File: config.mk
export PLATFORM = sky130hd
export DESIGN_NAME = retry_grant_sched_flat
export DESIGN_NICKNAME = d
export VERILOG_FILES = /design/src/rtl/retry_grant_sched_if.sv /design/src/rtl/retry_grant_sched.sv /design/src/flat_wrapper.sv
export SDC_FILE = /design/constraint.sdc
export NUM_CORES = 1
export LEC_CHECK = 0
export CORE_MARGIN = 1.5
export CORE_UTILIZATION = 56
export DETAILED_ROUTE_END_ITERATION = 8
export DONT_BUFFER_PORTS = 1
export PLACE_DENSITY = 0.71
export SETUP_SLACK_MARGIN = 0.4
export SLEW_MARGIN = 20
export SYNTH_ARGS = -nofsm -noshare
export SYNTH_HDL_FRONTEND = slang
export SYNTH_SLANG_ARGS = --single-unit
File: constraint.sdc
create_clock -name clk -period 7.6 [get_ports clk]
set_input_delay 1.14 -clock clk [delete_from_list [all_inputs] [get_ports clk]]
set_output_delay 1.14 -clock clk [all_outputs]
set_load 0.01 [all_outputs]
File: src/rtl/retry_grant_sched_if.sv
// Grant-channel interface for retry_grant_sched.
// Bundles the request vector, credit-return strobe, grant handshake and the
// status/error outputs. The master modport is the scheduler side; the slave
// modport is the requester/consumer side.
interface retry_grant_sched_if #(
  parameter int NUM_REQ = 16,
  parameter int ID_BW   = 4
);
  logic [NUM_REQ-1:0] req_vld;
  logic               crd_rtn_vld;
  logic [ID_BW-1:0]   crd_rtn_id;
  logic               vld_out_grant;
  logic [ID_BW-1:0]   grant_des_id;
  logic               rdy_out_grant;
  logic               busy;
  logic               err_crd_ovf;
  logic               err_timeout;

  modport master (
    input  req_vld, crd_rtn_vld, crd_rtn_id, rdy_out_grant,
    output vld_out_grant, grant_des_id, busy, err_crd_ovf, err_timeout
  );

  modport slave (
    output req_vld, crd_rtn_vld, crd_rtn_id, rdy_out_grant,
    input  vld_out_grant, grant_des_id, busy, err_crd_ovf, err_timeout
  );
endinterface

File: src/rtl/retry_grant_sched.sv
// Round-robin, credit-gated grant scheduler for the retry engine.
// Each destination owns a credit counter. A grant is issued only to a
// requester holding at least one credit, and each accepted grant consumes one
// credit. Credits come back through the crd_rtn_* strobe.
// Optional feature: define RETRY_GRANT_TMO_EN to build the stall-timeout
// counter that drives err_timeout. Without it err_timeout is tied to 0.
module retry_grant_sched #(
  parameter int NUM_REQ = 16,
  parameter int ID_BW   = 4,
  parameter int CRD_BW  = 3,
  parameter int MAX_CRD = 4,
  parameter int TMO_CYC = 256
) (
  input logic                 clk,
  input logic                 rst_n,
  retry_grant_sched_if.master gif
);

  typedef enum logic {IDLE, GRANT} state_e;

  localparam logic [CRD_BW-1:0] MAX_C = CRD_BW'(MAX_CRD);

  state_e                          state_q, state_d;
  logic                            vld_q, vld_d;
  logic [ID_BW-1:0]                gid_q, gid_d;
  logic [ID_BW-1:0]                ptr_q, ptr_d;
  logic                            busy_q, busy_d;
  logic                            ovf_q, ovf_d;
  logic [NUM_REQ-1:0][CRD_BW-1:0]  crd_q, crd_d;

  logic [NUM_REQ-1:0]              elig;
  logic [NUM_REQ-1:0]              consume;
  logic [NUM_REQ-1:0]              rtn;
  logic [ID_BW-1:0]                sel_ptr;
  logic                            hs;
  logic                            rtn_in_range;

`ifdef RETRY_GRANT_TMO_EN
  logic [15:0]                     stall_q, stall_d;
  logic                            tmo_q, tmo_d;
`endif

  // First set bit of e at or after p, wrapping modulo NUM_REQ.
  function automatic logic [ID_BW-1:0] pick(input logic [NUM_REQ-1:0] e,
                                            input logic [ID_BW-1:0]   p);
    logic [ID_BW-1:0] res;
    logic             found;
    int               idx;
    res   = '0;
    found = 1'b0;
    for (int k = 0; k < NUM_REQ; k++) begin
      idx = int'(p) + k;
      if (idx >= NUM_REQ) idx = idx - NUM_REQ;
      if (!found && e[idx]) begin
        res   = ID_BW'(idx);
        found = 1'b1;
      end
    end
    return res;
  endfunction

  // Next-state: credit bookkeeping, arbitration and grant FSM.
  always_comb begin
    // NOTE: every signal gets a default first so no path leaves it unassigned (no latch).
    state_d = state_q;
    vld_d   = vld_q;
    gid_d   = gid_q;
    ptr_d   = ptr_q;
    crd_d   = crd_q;
    elig    = '0;
    consume = '0;
    rtn     = '0;

    hs           = vld_q && gif.rdy_out_grant;
    rtn_in_range = int'(gif.crd_rtn_id) < NUM_REQ;
    ovf_d        = ovf_q || (gif.crd_rtn_vld && !rtn_in_range);

    for (int i = 0; i < NUM_REQ; i++) begin
      consume[i] = hs && (gid_q == ID_BW'(i));
      rtn[i]     = gif.crd_rtn_vld && (gif.crd_rtn_id == ID_BW'(i));
      // Eligibility sees this cycle's consumption but not this cycle's return.
      elig[i]    = gif.req_vld[i] && (crd_q[i] != '0) &&
                   !(consume[i] && (crd_q[i] == CRD_BW'(1)));
      if (rtn[i] && !consume[i]) begin
        if (crd_q[i] == MAX_C) ovf_d    = 1'b1;
        else                   crd_d[i] = crd_q[i] + CRD_BW'(1);
      end else if (consume[i] && !rtn[i]) begin
        crd_d[i] = crd_q[i] - CRD_BW'(1);
      end
    end

    // After a handshake the search restarts just past the winner.
    sel_ptr = ptr_q;
    if (hs) sel_ptr = (int'(gid_q) == NUM_REQ - 1) ? '0 : gid_q + ID_BW'(1);

    unique case (state_q)
      IDLE: begin
        if (|elig) begin
          state_d = GRANT;
          vld_d   = 1'b1;
          gid_d   = pick(elig, ptr_q);
        end
      end
      GRANT: begin
        // Without a handshake the issued grant is held unchanged.
        if (hs) begin
          ptr_d = sel_ptr;
          if (|elig) begin
            gid_d = pick(elig, sel_ptr);
          end else begin
            state_d = IDLE;
            vld_d   = 1'b0;
          end
        end
      end
      default: begin
        state_d = IDLE;
        vld_d   = 1'b0;
      end
    endcase

    busy_d = (state_d == GRANT);

`ifdef RETRY_GRANT_TMO_EN
    // Count consecutive stalled cycles; a handshake or idle clears the count.
    stall_d = '0;
    tmo_d   = tmo_q;
    if (vld_q && !gif.rdy_out_grant) begin
      stall_d = (stall_q == 16'hFFFF) ? stall_q : stall_q + 16'd1;
      if (int'(stall_q) + 1 >= TMO_CYC) tmo_d = 1'b1;
    end
`endif
  end

  // State, registered outputs and credit counters.
  always_ff @(posedge clk or negedge rst_n) begin
    if (!rst_n) begin
      state_q <= IDLE;
      vld_q   <= 1'b0;
      gid_q   <= '0;
      ptr_q   <= '0;
      busy_q  <= 1'b0;
      ovf_q   <= 1'b0;
      // NOTE: the credit array is real state that must start full, so it is reset like any flop.
      for (int i = 0; i < NUM_REQ; i++) crd_q[i] <= MAX_C;
`ifdef RETRY_GRANT_TMO_EN
      stall_q <= '0;
      tmo_q   <= 1'b0;
`endif
    end else begin
      // NOTE: non-blocking assignments so every flop samples pre-edge values.
      state_q <= state_d;
      vld_q   <= vld_d;
      gid_q   <= gid_d;
      ptr_q   <= ptr_d;
      busy_q  <= busy_d;
      ovf_q   <= ovf_d;
      crd_q   <= crd_d;
`ifdef RETRY_GRANT_TMO_EN
      stall_q <= stall_d;
      tmo_q   <= tmo_d;
`endif
    end
  end

  assign gif.vld_out_grant = vld_q;
  assign gif.grant_des_id  = gid_q;
  assign gif.busy          = busy_q;
  assign gif.err_crd_ovf   = ovf_q;
`ifdef RETRY_GRANT_TMO_EN
  assign gif.err_timeout   = tmo_q;
`else
  assign gif.err_timeout   = 1'b0;
`endif

endmodule

File: src/flat_wrapper.sv
// flat-port wrapper written by rule: the top's interface ports become plain ports
module retry_grant_sched_flat 
#(
  parameter int NUM_REQ = 16,
  parameter int ID_BW   = 4,
  parameter int CRD_BW  = 3,
  parameter int MAX_CRD = 4,
  parameter int TMO_CYC = 256
)
  (clk, rst_n, gif_req_vld, gif_crd_rtn_vld, gif_crd_rtn_id, gif_rdy_out_grant, gif_vld_out_grant, gif_grant_des_id, gif_busy, gif_err_crd_ovf, gif_err_timeout);
  retry_grant_sched_if #(.NUM_REQ(NUM_REQ), .ID_BW(ID_BW)) gif_i ();
  input logic clk;
  input logic rst_n;
  input wire logic [$bits(gif_i.req_vld)-1:0] gif_req_vld;
  input wire logic [$bits(gif_i.crd_rtn_vld)-1:0] gif_crd_rtn_vld;
  input wire logic [$bits(gif_i.crd_rtn_id)-1:0] gif_crd_rtn_id;
  input wire logic [$bits(gif_i.rdy_out_grant)-1:0] gif_rdy_out_grant;
  output wire logic [$bits(gif_i.vld_out_grant)-1:0] gif_vld_out_grant;
  output wire logic [$bits(gif_i.grant_des_id)-1:0] gif_grant_des_id;
  output wire logic [$bits(gif_i.busy)-1:0] gif_busy;
  output wire logic [$bits(gif_i.err_crd_ovf)-1:0] gif_err_crd_ovf;
  output wire logic [$bits(gif_i.err_timeout)-1:0] gif_err_timeout;
  assign gif_i.req_vld = gif_req_vld;
  assign gif_i.crd_rtn_vld = gif_crd_rtn_vld;
  assign gif_i.crd_rtn_id = gif_crd_rtn_id;
  assign gif_i.rdy_out_grant = gif_rdy_out_grant;
  assign gif_vld_out_grant = gif_i.vld_out_grant;
  assign gif_grant_des_id = gif_i.grant_des_id;
  assign gif_busy = gif_i.busy;
  assign gif_err_crd_ovf = gif_i.err_crd_ovf;
  assign gif_err_timeout = gif_i.err_timeout;
  retry_grant_sched #(.NUM_REQ(NUM_REQ), .ID_BW(ID_BW), .CRD_BW(CRD_BW), .MAX_CRD(MAX_CRD), .TMO_CYC(TMO_CYC)) u_core (.clk(clk), .rst_n(rst_n), .gif(gif_i));
endmodule
# Word-level counts from Yosys, hierarchy flattened
# Cells that the tools add are included.
word_totals:
  regBits: 59
  inputBits: 24
  output_inout_bits: 8
classes:
  n_addsub: 95
  order_cmp: 64
  eq_ne: 83
  n_mux: 438
  n_bitwise: 1
  n_reduce_logical: 275
ops:
  columns: ["cell", "n"]
  rows:
  - ["two-way mux 32 bit", 112]
  - ["< comparator 32 x 6 -> 1 bit (second input constant)", 32]
  - [">= comparator 32 x 6 -> 1 bit (second input constant)", 30]
  - ["subtractor 32 x 6 -> 32 bit (second input constant)", 30]
  - ["two-way mux 1 bit", 206]
  - ["two-way mux 4 bit", 37]
  - ["two-way mux 3 bit", 48]
  - ["logical AND 1 bit", 143]
  - ["binary-select mux 1 bit (select 4 bit)", 32]
  - ["adder 4 x 4 -> 5 bit (second input constant)", 16]
  - ["logical NOT 1 bit", 78]
  - ["equality test 4 bit (second input constant)", 16]
  - ["adder 3 x 1 -> 3 bit (second input constant)", 16]
  - ["equality test 3 x 1 -> 1 bit (second input constant)", 16]
  - ["equality test 3 bit (second input constant)", 16]
  - ["nonzero test 3 bit", 16]
  - ["subtractor 3 x 1 -> 3 bit (second input constant)", 16]
  - ["adder 4 x 3 -> 5 bit (second input constant)", 8]
  - ["!= test 2 bit (second input constant)", 19]
  - ["AND reduction 2 bit", 17]
  - ["equality test 4 x 3 -> 1 bit (second input constant)", 8]
  - ["nonzero test 2 bit", 16]
  - ["adder 4 x 2 -> 5 bit (second input constant)", 4]
  - ["equality test 4 x 2 -> 1 bit (second input constant)", 4]
  - ["12 further kinds", 20]

# Depth between registers and ports, before layout
# Gate-level depths: netlist of the first run.
depth:
  word_depth: 106
  mapped_depth: 19
  ltp_nobuf: 16

# Worst setup path after synthesis of the first run
# OpenSTA, ideal clock, no wires.
synth_path:
  path_type: "input to register"
  startpoint: "input port gif_rdy_out_grant"
  endpoint: "register u_core.gid_q[2], in the netlist u_core.gif.grant_des_id[2]"
  setup_time_ps: 135
  arrival_time_ps: 5431
  t_required_ps: 7465
  setup_slack_ps: 2034
  path_stages: 18
  path_buffers: 5
  cell_sequence: "buf_4 -> nand2_1 -> buf_2 -> mux2i_1 -> buf_1 -> clkbuf_1 -> ha_1 -> inv_1 -> mux4_2 -> mux2_2 -> mux2i_1 -> and4b_1 -> buf_2 -> nand4b_1 -> a21o_1 -> a2111o_1 -> o211ai_1 -> o211ai_1"
synth_via:
  elab_chain_cells: 104
synth_rtl:
  columns: ["item", "line", "text"]
  rows:
  - ["start, declared", "flat_wrapper.sv:17", "input wire logic [$bits(gif_i.rdy_out_grant)-1:0] gif_rdy_out_grant;"]
  - ["logical AND 1 bit (*)", "retry_grant_sched.sv:74", "hs = vld_q && gif.rdy_out_grant;"]
  - ["parallel branches: the longest is 103 deep, another holds subtractor 32 x 6 -> 32 bit", null, null]
  - ["end signal, assigned", "retry_grant_sched.sv:154", "gid_q <= gid_d;"]
  - ["end, declared", "retry_grant_sched.sv:25", "logic [ID_BW-1:0] gid_q, gid_d;"]
# Every way passes the cells marked *. The select of a mux whose other input is x is not followed.
# A chain may end at the register's enable or synchronous reset.

# Worst setup path in the final report of the first run
layout_path:
  startpoint: "register u_core.gid_q[1], in the netlist u_core.gif.grant_des_id[1]"
  endpoint: "register u_core.gid_q[1], in the netlist u_core.gif.grant_des_id[1]"
layout_via:
  elab_chain_cells: 105
layout_rtl:
  columns: ["item"]
  rows:
  - ["parallel branches: the longest is 105 deep, another holds subtractor 32 x 6 -> 32 bit"]
# Parallel ways; which one is timed is not known. The select of a mux whose other input is x is not followed.

==> impl_metrics.env, run 1 <==
export IMPL_status="complete, no violations"
export IMPL_hold_buffers=0
export IMPL_grtUsageTotal_pct=33.89
export IMPL_fmax_mhz=160.6
export IMPL_slew_headroom_pct=42.25
export IMPL_synth_distinct_cells=87
export IMPL_hp_class="in2async"
export IMPL_worstSetupPathType="reg2reg"
export IMPL_post_cts_resized=0
export IMPL_synthXorXnorAreaFrac_pct=3.944
export IMPL_wl_per_cell_um=22.49
export IMPL_path_depth=17
export IMPL_antenna_cells=0
export IMPL_cts_root_buffer="clkbuf_16"
export IMPL_drv_cap=0
export IMPL_yosysWarnings=0
export IMPL_clock_latency_ns=0.33
export IMPL_fin_nets=1255
export IMPL_cts_htree_levels=3
export IMPL_async_flop_share_pct=100.0
export IMPL_path_cells="ha_1 -> a31oi_1 -> mux2i_2 -> buf_4 -> inv_2 -> ha_1 -> xnor2_2 -> mux4_2 -> nand2_1 -> a21boi_0 -> buf_4 -> and4b_1 -> nand4_2 -> a2111oi_0 -> a2111oi_0 -> a211oi_1 -> a211o_1"
export IMPL_vias=9516
export IMPL_drive_gt1_share_pct=10.23
export IMPL_crit_fanout=22
export IMPL_syn_cell_area_mm2=0.009708
export IMPL_muxShareOfSynthArea_pct=19.19
export IMPL_setup_tns_ns=0
export IMPL_drt_pass1_iterations=7
export IMPL_synth_simple_area_share_pct=21.97
export IMPL_clock_path_buffers=2
export IMPL_drcViolationCount=0
export IMPL_netlist_instances=1179
export IMPL_cts_sink_count=59
export IMPL_grt_max_degree=60
export IMPL_synth_top_family_by_area="compound AO/OA/AOI/OAI gates"
export IMPL_worst_path_dominant_cell_family="compound AO/OA/AOI/OAI gates"
export IMPL_area_growth_synth_to_final_pct=3.866
export IMPL_io_pins=32
export IMPL_cts_buffers=9
export IMPL_worstPathRequired_ns=7.87
export IMPL_synth_adder_area_share_pct=10.70
export IMPL_die_width_um=134.7
export IMPL_rows=47
export IMPL_rsz0062_at_grt="false"
export IMPL_ys_ff_latch=59
export IMPL_tightest_slew_ns=0.8644
export IMPL_hpwlAfterDp_um=23640
export IMPL_die_area_mm2=0.01813
export IMPL_start_util_pct=57.92
export IMPL_cp_slowest_stage_delay_ns=0.71
export IMPL_slowest_stage="xnor2_2"
export IMPL_hold_viol=0
export IMPL_syn_num_nets=1286
export IMPL_worstPathBufferInverterCount=3
export IMPL_grt_pass1_wl_um=48100
export IMPL_final_cell_mix="110 x nand2_1, 110 x nor2_1, 85 x a21oi_1"
export IMPL_cts_tree="done"
export IMPL_finalSetupViolCount=0
export IMPL_synth_edf_count=0
export IMPL_r2r_cells=17
export IMPL_start_kind="flip-flop"
export IMPL_fin_crit_ns=6.229
export IMPL_core_area_mm2=0.01676
export IMPL_portBuffers=0
export IMPL_grt_overflow=0
export IMPL_synth_compound_area_share_pct=23.71
export IMPL_drt_initial_drc_count=1078
export IMPL_via_per_inst=6.931
export IMPL_die_h_um=134.7
export IMPL_antenna_left=0
export IMPL_synthFlopType="dfrtp_1"
export IMPL_post_cts_buffers=0
export IMPL_finalWirelength_um=30880
export IMPL_first_global_vias=8757
export IMPL_path_clk_slew_ns=0.06
export IMPL_syn_area_per_cell_um2=8.234
export IMPL_fin_crit_sh_pct=81.95
export IMPL_clock_skew_ns=0.008402
export IMPL_worstPathArrival_ns=6.50
export IMPL_place_congestion=0.9919
export IMPL_synth_seq_area_share_pct=15.41
export IMPL_end_kind="flip-flop"
export IMPL_antenna_found_initial=0
export IMPL_drv_slew=0
state kept, by name, summed over array words and instances (netlist names):
register,count
u_core.state_q,1
u_core.gif.err_crd_ovf,1
u_core.ptr_q,4
u_core.gif.vld_out_grant,1
u_core.gif.grant_des_id,4
u_core.crd_q,48
metal layers:
| metal | vias up | part of all wire (%) | GRT usage, % |
|---|---|---|---|
| li1 | 4404 | - | - |
| met1 | 4550 | 41 | 44.79 |
| met2 | 473 | 46 | 54.25 |
| met3 | 89 | 8.8 | 7.020 |
| met4 | 0 | 3.9 | 13.68 |
| met5 | - | 0 | 0 |
worst reg2reg max path: cells and delay by family (launching register included):
family	cells	cell delay, ns
multiplexers	2	0.81
flip-flops	1	0.58
adder cells (fa/ha/maj)	2	0.97
XOR/XNOR	1	0.71
AND/OR/NAND/NOR	3	0.87
AO/OA/AOI/OAI	6	1.41
buffers and inverters	3	0.81
path summary, 6_finish.rpt:
kind / startpoint / endpoint / slack [ns]
worst max-delay path: u_core.gif.grant_des_id[1] / u_core.gif.grant_des_id[1] / 1.37
worst min-delay path: rst_n / u_core.crd_q[0] / 0.50
worst max register to register: u_core.gif.grant_des_id[1] / u_core.gif.grant_des_id[1] / 1.37
worst min register to register: u_core.ptr_q[2] / u_core.ptr_q[2] / 0.50
max in group asynchronous: rst_n / u_core.crd_q[47] / 6.87
min in group clk: u_core.ptr_q[2] / u_core.ptr_q[2] / 0.50
final cells by class:
cell class | instances | area, um^2
clock buffer | 11 | 242.7
tap | 220 | 275.3
inverter | 62 | 232.7
sequential | 59 | 1496
clock inverter | 5 | 52.55
multi-input combinational | 1009 | 7731
timing repair buffer | 7 | 52.55
fill | 1488 | 6676
cells by family (layout without fill, tap and decap cells):
kind of cell | after synthesis | after routing
muxes | 140 | 140
xor gates and xnor gates | 42 | 42
DFF | 59 | 59
buffers and inverters | 111 | 85
AOI/OAI and AO/OA | 326 | 326
adders and majority gates | 83 | 83
and+or+nand+nor | 417 | 417
other | 1 | 1
per-stage QoR:
stage	setup WS (ns)	cell area [um^2]	std cells	hold slack, ns	util [%]
after floorplan	2.034	9708	1179	0.4980	-
after global placement	1.327	9788	1357	0.4739	58.40
after detailed placement	1.225	9788	1357	0.4826	58.40
after CTS	1.505	10080	1373	0.4922	60.16
after global routing	1.033	10080	1373	0.4911	60.16
final	1.371	10080	1373	0.4951	60.16
cells in the mapped netlist, types with 5 or more instances:
master,n,share of area [%]
nand2_1,110,4.3
nor2_1,110,4.3
mux2i_1,86,8.9
a21oi_1,85,4.4
ha_1,83,11
inv_1,56,2.2
o21ai_0,50,2.6
dfrtp_1,43,11
mux4_2,35,8.1
nand3_1,35,1.8
nand2b_1,33,2.1
xnor2_1,31,2.8
o2111ai_1,27,2.4
o211ai_1,27,2.1
nor3_1,24,1.2
clkbuf_1,20,0.77
mux2_2,19,2.2
nand3b_1,19,1.5
a221oi_1,17,1.5
and2_1,17,1.1
o211a_1,17,1.8
dfstp_2,16,4.3
buf_2,12,0.62
nor2b_1,12,0.77
nand4_1,11,0.71
a22oi_1,10,0.77
and3_1,9,0.58
xor2_1,9,0.81
a211oi_1,8,0.62
a31oi_1,8,0.52
buf_4,7,0.54
o22ai_1,7,0.45
a2111oi_0,6,0.54
a221o_1,6,0.62
buf_1,6,0.23
a211o_1,5,0.45
a32o_1,5,0.52
o221ai_1,5,0.45
Power of run 1 is not shown: default switching activity piles up to over one toggle a cycle in this logic, so the estimate is an artifact.
==> run 2, diff against run 1 <==
--- a/config.mk
+++ b/config.mk
@@ -9,7 +9,7 @@
 export CORE_UTILIZATION = 56
 export DETAILED_ROUTE_END_ITERATION = 8
 export DONT_BUFFER_PORTS = 1
-export PLACE_DENSITY = 0.71
+export PLACE_DENSITY = 0.74
 export SETUP_SLACK_MARGIN = 0.4
 export SLEW_MARGIN = 20
 export SYNTH_ARGS = -nofsm -noshare
==> constraint.sdc (replaced) <==
create_clock -name clk -period 5.3 [get_ports clk]
set_input_delay 0.795 -clock clk [delete_from_list [all_inputs] [get_ports clk]]
set_output_delay 0.795 -clock clk [all_outputs]
set_load 0.01 [all_outputs]
==> run 2 against run 1 <==
Clock skew is 0.00063 ns higher. Die area stayed put. Fmax grew 31%. Core utilization increased by 2.7 points. Largest cell class unchanged. Non-clock buffer count up 48.
==> impl_metrics.env, run 2 (synthesis results as in run 1) <==
export IMPL_status="complete, no violations"
export IMPL_drt_initial_drc_count=1148
export IMPL_start_util_pct=57.92
export IMPL_antenna_cells=0
export IMPL_via_per_inst=6.915
export IMPL_core_area_mm2=0.01676
export IMPL_grt_use_met2_pct=56.10
export IMPL_drv_cap=0
export IMPL_finalWirelength_um=31090
export IMPL_slew_headroom_pct=34.14
export IMPL_hold_viol=0
export IMPL_drv_slew=0
export IMPL_clock_path_buffers=2
export IMPL_portBuffers=0
export IMPL_drcViolationCount=0
export IMPL_drt_pass1_iterations=8
export IMPL_dp_cells=1400
export IMPL_cts_tree="done"
export IMPL_finalSetupViolCount=0
export IMPL_clock_latency_ns=0.33
export IMPL_clock_skew_ns=0.009033
export IMPL_place_congestion=1.018
export IMPL_cp_slowest_stage_delay_ns=0.61
export IMPL_grt_util_met3_pct=6.044
export IMPL_die_area_mm2=0.01813
export IMPL_top_register="u_core.crd_q"
export IMPL_die_width_um=134.7
export IMPL_worst_path_dominant_cell_family="multiplexers"
export IMPL_setup_tns_ns=0
export IMPL_cts_sink_count=59
export IMPL_wl_per_cell_um=21.88
export IMPL_postPlaceCellArea_mm2=0.01012
export IMPL_tightest_slew_ns=0.9808
export IMPL_drive_gt1_share_pct=14.82
export IMPL_worstSetupPathType="reg2reg"
export IMPL_grt_most_used_layer="met2"
export IMPL_cts_htree_levels=3
export IMPL_rows=47
export IMPL_cts_root_buffer="clkbuf_16"
export IMPL_fmax_mhz=211.0
export IMPL_first_global_vias=8982
export IMPL_final_common_cell="nand2_1"
export IMPL_finalCoreUtilization_pct=62.83
export IMPL_fillers=1519
export IMPL_worstPathArrival_ns=4.95
export IMPL_rsz0062_at_grt="false"
export IMPL_largest_reg_flops=48
export IMPL_grtUsageTotal_pct=34.13
export IMPL_cts_buffers=9
export IMPL_final_cell_mix="110 x nand2_1, 108 x nor2_1, 85 x a21oi_1"
export IMPL_end_kind="flip-flop"
export IMPL_antenna_left=0
export IMPL_vias=9826
export IMPL_grt_max_degree=60
export IMPL_use_met1_pct=45.15
export IMPL_hp_class="in2async"
export IMPL_worstPathRequired_ns=5.51
export IMPL_worstPathBufferInverterCount=3
export IMPL_final_cells=1421
export IMPL_path_cells="inv_1 -> ha_4 -> nand3b_1 -> o211ai_1 -> mux2i_1 -> mux2_2 -> mux4_2 -> and4b_1 -> buf_4 -> nand2_1 -> nor4_4 -> buf_4 -> a221o_1 -> a211oi_1 -> a211o_1"
export IMPL_fin_crit_sh_pct=89.42
export IMPL_crit_path_frequent_cell="buf_4"
export IMPL_grt_overflow=0
export IMPL_fin_crit_ns=4.739
export IMPL_antenna_found_initial=0
export IMPL_io_pins=32
export IMPL_area_growth_synth_to_final_pct=8.468
export IMPL_fin_nets=1303
export IMPL_start_kind="flip-flop"
export IMPL_hpwlAfterDp_um=24300
export IMPL_path_clk_slew_ns=0.06
export IMPL_grt_pass1_wl_um=48880
export IMPL_final_area_mm2=0.01053
export IMPL_die_h_um=134.7
export IMPL_slowest_stage="mux4_2"
export IMPL_crit_fanout=11
==> run 2: repair_timing <==
item	in CTS	in global routing
hold buffers	0	0
setup endpoints to repair	4	4
pin swaps	0	5
endpoints found under the hold margin	0	0
setup buffers	0	5
gates resized for setup	3	15
==> run 2: layout make-up <==
type	instances	area, um^2	share of cell area [%]
timing repair buffer	55	416.7	3.957
clock inverter	6	65.06	0.6179
multi-input combinational	1009	7814	74.20
tap	220	275.3	2.614
inverter	62	232.7	2.210
clock buffer	10	229.0	2.174
sequential	59	1498	14.22
==> run 2: worst paths after layout <==
check | start | to | slack [ns] | depth (start not counted)
setup reg to reg | u_core.gif.grant_des_id[1] | u_core.gif.grant_des_id[1] | 0.56 | 15
max in group asynchronous | rst_n | u_core.crd_q[17] | 4.92 | 0
min in group clk | u_core.crd_q[45] | u_core.crd_q[45] | 0.54 | 1
hold / removal | rst_n | u_core.crd_q[9] | 0.15 | 0
hold reg to reg | u_core.crd_q[45] | u_core.crd_q[45] | 0.54 | 1
setup / recovery | u_core.gif.grant_des_id[1] | u_core.gif.grant_des_id[1] | 0.56 | 15
==> run 2: routing by layer <==
metal  wire length (um)  share of wire [%]
met1              12770                 41
met2              14310                 46
met3               2858                9.2
met4               1150                3.7
met5                  0                  0
==> run 2: per-stage QoR <==
step                      worst slack [ns]  hold WS, ns
after detailed placement            0.3138       0.5015
after global placement              0.3430       0.5012
after global routing                0.4049       0.1464
after floorplan                     0.4126       0.4980
final                               0.5605       0.1537
after CTS                           0.4156       0.1515
==> run 2: worst reg2reg max path, stage by stage (launching register included) <==
cell	delay, ns
dfrtp_2	0.49
inv_1	0.21
ha_4	0.26
nand3b_1	0.15
o211ai_1	0.59
mux2i_1	0.32
mux2_2	0.38
mux4_2	0.61
and4b_1	0.33
buf_4	0.18
nand2_1	0.12
nor4_4	0.29
buf_4	0.19
a221o_1	0.15
a211oi_1	0.07
a211o_1	0.27
Power of run 2 is left out for the same reason.
==> run 3, diff against run 2 <==
--- a/config.mk
+++ b/config.mk
@@ -5,7 +5,7 @@
 export SDC_FILE = /design/constraint.sdc
 export NUM_CORES = 1
 export LEC_CHECK = 0
-export CORE_MARGIN = 1.5
+export CORE_MARGIN = 5
 export CORE_UTILIZATION = 56
 export DETAILED_ROUTE_END_ITERATION = 8
 export DONT_BUFFER_PORTS = 1
==> run 3 against run 2 <==
Worst hold slack worse by 0.0036 ns. Via count decreased by 1.1%. Cell area is 0.34% higher. Die area up 11%. Setup slack got worse by 0.038 ns. Wire length fell by 0.76%. Critical path depth shrank 1. Global-route usage is 3.5 points lower. Fmax shrank 0.80%. Sequential share of layout area is essentially flat. Clock-buffer cell count up 3. Register-to-register slack worse by 0.04 ns. Largest cell class unchanged. Highest routed layer unchanged.
==> impl_metrics.env, run 3 (synthesis results as in run 1) <==
export IMPL_portBuffers=0
export IMPL_path_clk_slew_ns=0.06
export IMPL_cts_sink_count=59
export IMPL_fillers=1541
export IMPL_start_util_pct=56.52
export IMPL_drv_slew=0
export IMPL_hold_viol=0
export IMPL_drt_pass1_iterations=6
export IMPL_worst_path_dominant_cell_family="simple AND/OR/NAND/NOR gates"
export IMPL_largest_reg_flops=48
export IMPL_vias=9716
export IMPL_crit_path_frequent_cell="mux4_2"
export IMPL_worstPathArrival_ns=4.97
export IMPL_hold_buffers=0
export IMPL_finalSetupViolCount=0
export IMPL_wl_per_cell_um=21.65
export IMPL_cts_buffers=9
export IMPL_grt_pass1_wl_um=49270
export IMPL_grt_overflow=0
export IMPL_io_pins=32
export IMPL_area_growth_synth_to_final_pct=8.842
export IMPL_r2r_start="u_core.gif.grant_des_id[0]"
export IMPL_die_width_um=141.7
export IMPL_drt_initial_drc_count=1107
export IMPL_start_kind="flip-flop"
export IMPL_fin_nets=1302
export IMPL_die_h_um=141.7
export IMPL_reg2reg_to="u_core.gif.grant_des_id[3]"
export IMPL_tightest_slew_ns=0.9647
export IMPL_final_cell_mix="110 x nand2_1, 108 x nor2_1, 85 x a21oi_1"
export IMPL_clock_skew_ns=0.007737
export IMPL_core_area_mm2=0.01718
export IMPL_rows=48
export IMPL_seq_area_mm2=0.001499
export IMPL_worstSetupPathType="reg2reg"
export IMPL_antenna_left=0
export IMPL_crit_fanout=8
export IMPL_setup_tns_ns=0
export IMPL_antenna_found_initial=1
export IMPL_worstPathRequired_ns=5.49
export IMPL_finalWirelength_um=30860
export IMPL_end_kind="flip-flop"
export IMPL_fin_crit_sh_pct=90.15
export IMPL_clock_path_buffers=2
export IMPL_cp_slowest_stage_delay_ns=0.54
export IMPL_fmax_mhz=209.3
export IMPL_hp_class="in2async"
export IMPL_top_register="u_core.crd_q"
export IMPL_drive_gt1_share_pct=14.93
export IMPL_via_per_inst=6.818
export IMPL_final_common_cell="nand2_1"
export IMPL_path_cells="ha_2 -> buf_4 -> nand4b_1 -> o211a_1 -> mux4_2 -> mux4_2 -> or3b_1 -> nand2b_1 -> nor4_4 -> nand2_1 -> nor2_4 -> a21oi_1 -> o21ai_1 -> o211ai_1"
export IMPL_cts_htree_levels=3
export IMPL_grt_max_degree=60
export IMPL_worstPathBufferInverterCount=1
export IMPL_slew_headroom_pct=35.22
export IMPL_cts_root_buffer="clkbuf_16"
export IMPL_status="complete, no violations"
export IMPL_clock_latency_ns=0.34
export IMPL_r2r_slack_ns=0.52
export IMPL_fin_crit_ns=4.778
export IMPL_hpwlAfterDp_um=24070
export IMPL_place_congestion=0.9996
export IMPL_drv_cap=0
export IMPL_die_area_mm2=0.02007
export IMPL_finalCoreUtilization_pct=61.52
export IMPL_grtUsageTotal_pct=30.63
export IMPL_r2r_cells=14
export IMPL_drcViolationCount=0
export IMPL_rsz0062_at_grt="true"
export IMPL_whs_ns=0.1501
export IMPL_slowest_stage="mux4_2"
export IMPL_multi_input_area_mm2=0.007843
export IMPL_cts_tree="done"
export IMPL_first_global_vias=9189
[run 3: cell types whose count changed in the layout (fill, tap and decap cells not counted), sizes merged]
| cell | change |
|---|---|
| buf | -1 |
| clkbuf | +3 |
| clkinv | -3 |
| clkinvlp | +1 |
| diode | +1 |
| inv | -2 |
[run 3: final cells by class]
cell class / count / area share (%)
multi-input combinational: 1009 / 74.22
tap: 225 / 2.664
clock buffer: 13 / 2.463
sequential: 59 / 14.19
clock inverter: 2 / 0.3316
antenna: 1 / 0.02368
timing repair buffer: 54 / 3.837
inverter: 62 / 2.274
[run 3: worst max-delay path by stage]
stage	from	to	slack [ns]	depth (start not counted)
after floorplan	gif_rdy_out_grant	u_core.gif.grant_des_id[1]	0.41	19
after global placement	u_core.gif.grant_des_id[1]	u_core.gif.grant_des_id[3]	0.36	13
after detailed placement	u_core.gif.grant_des_id[1]	u_core.gif.grant_des_id[3]	0.30	13
after CTS	u_core.gif.grant_des_id[1]	u_core.gif.grant_des_id[3]	0.40	13
after global routing	u_core.gif.grant_des_id[1]	u_core.gif.grant_des_id[3]	0.35	14
final	u_core.gif.grant_des_id[0]	u_core.gif.grant_des_id[3]	0.52	14
[run 3: per-stage QoR]
step / std cells / area, um^2 / setup slack, ns
5_1_grt: 1425 / 10570 / 0.3469
3_5_place_dp: 1403 / 10110 / 0.2991
4_1_cts: 1418 / 10410 / 0.4029
3_3_place_gp: 1403 / 10110 / 0.3555
6_report: 1425 / 10570 / 0.5223
2_1_floorplan: 1179 / 9732 / 0.4126
[run 3: per-layer routing]
metal / up-vias / track usage, % / share of wire, %
met2: 520 / 48.78 / 45
met4: 0 / 14.70 / 5.0
li1: 4506 / - / -
met3: 127 / 7.819 / 9.9
met5: - / 0 / 0
met1: 4563 / 38.82 / 40
[run 3: repair_timing]
action                     in CTS  in global routing
gates resized for setup         2                 22
cloned                          0                  0
setup endpoints to repair       4                  4
buffers inserted                0                  6
pin swaps                       0                  4
Power of run 3 is left out for the same reason.
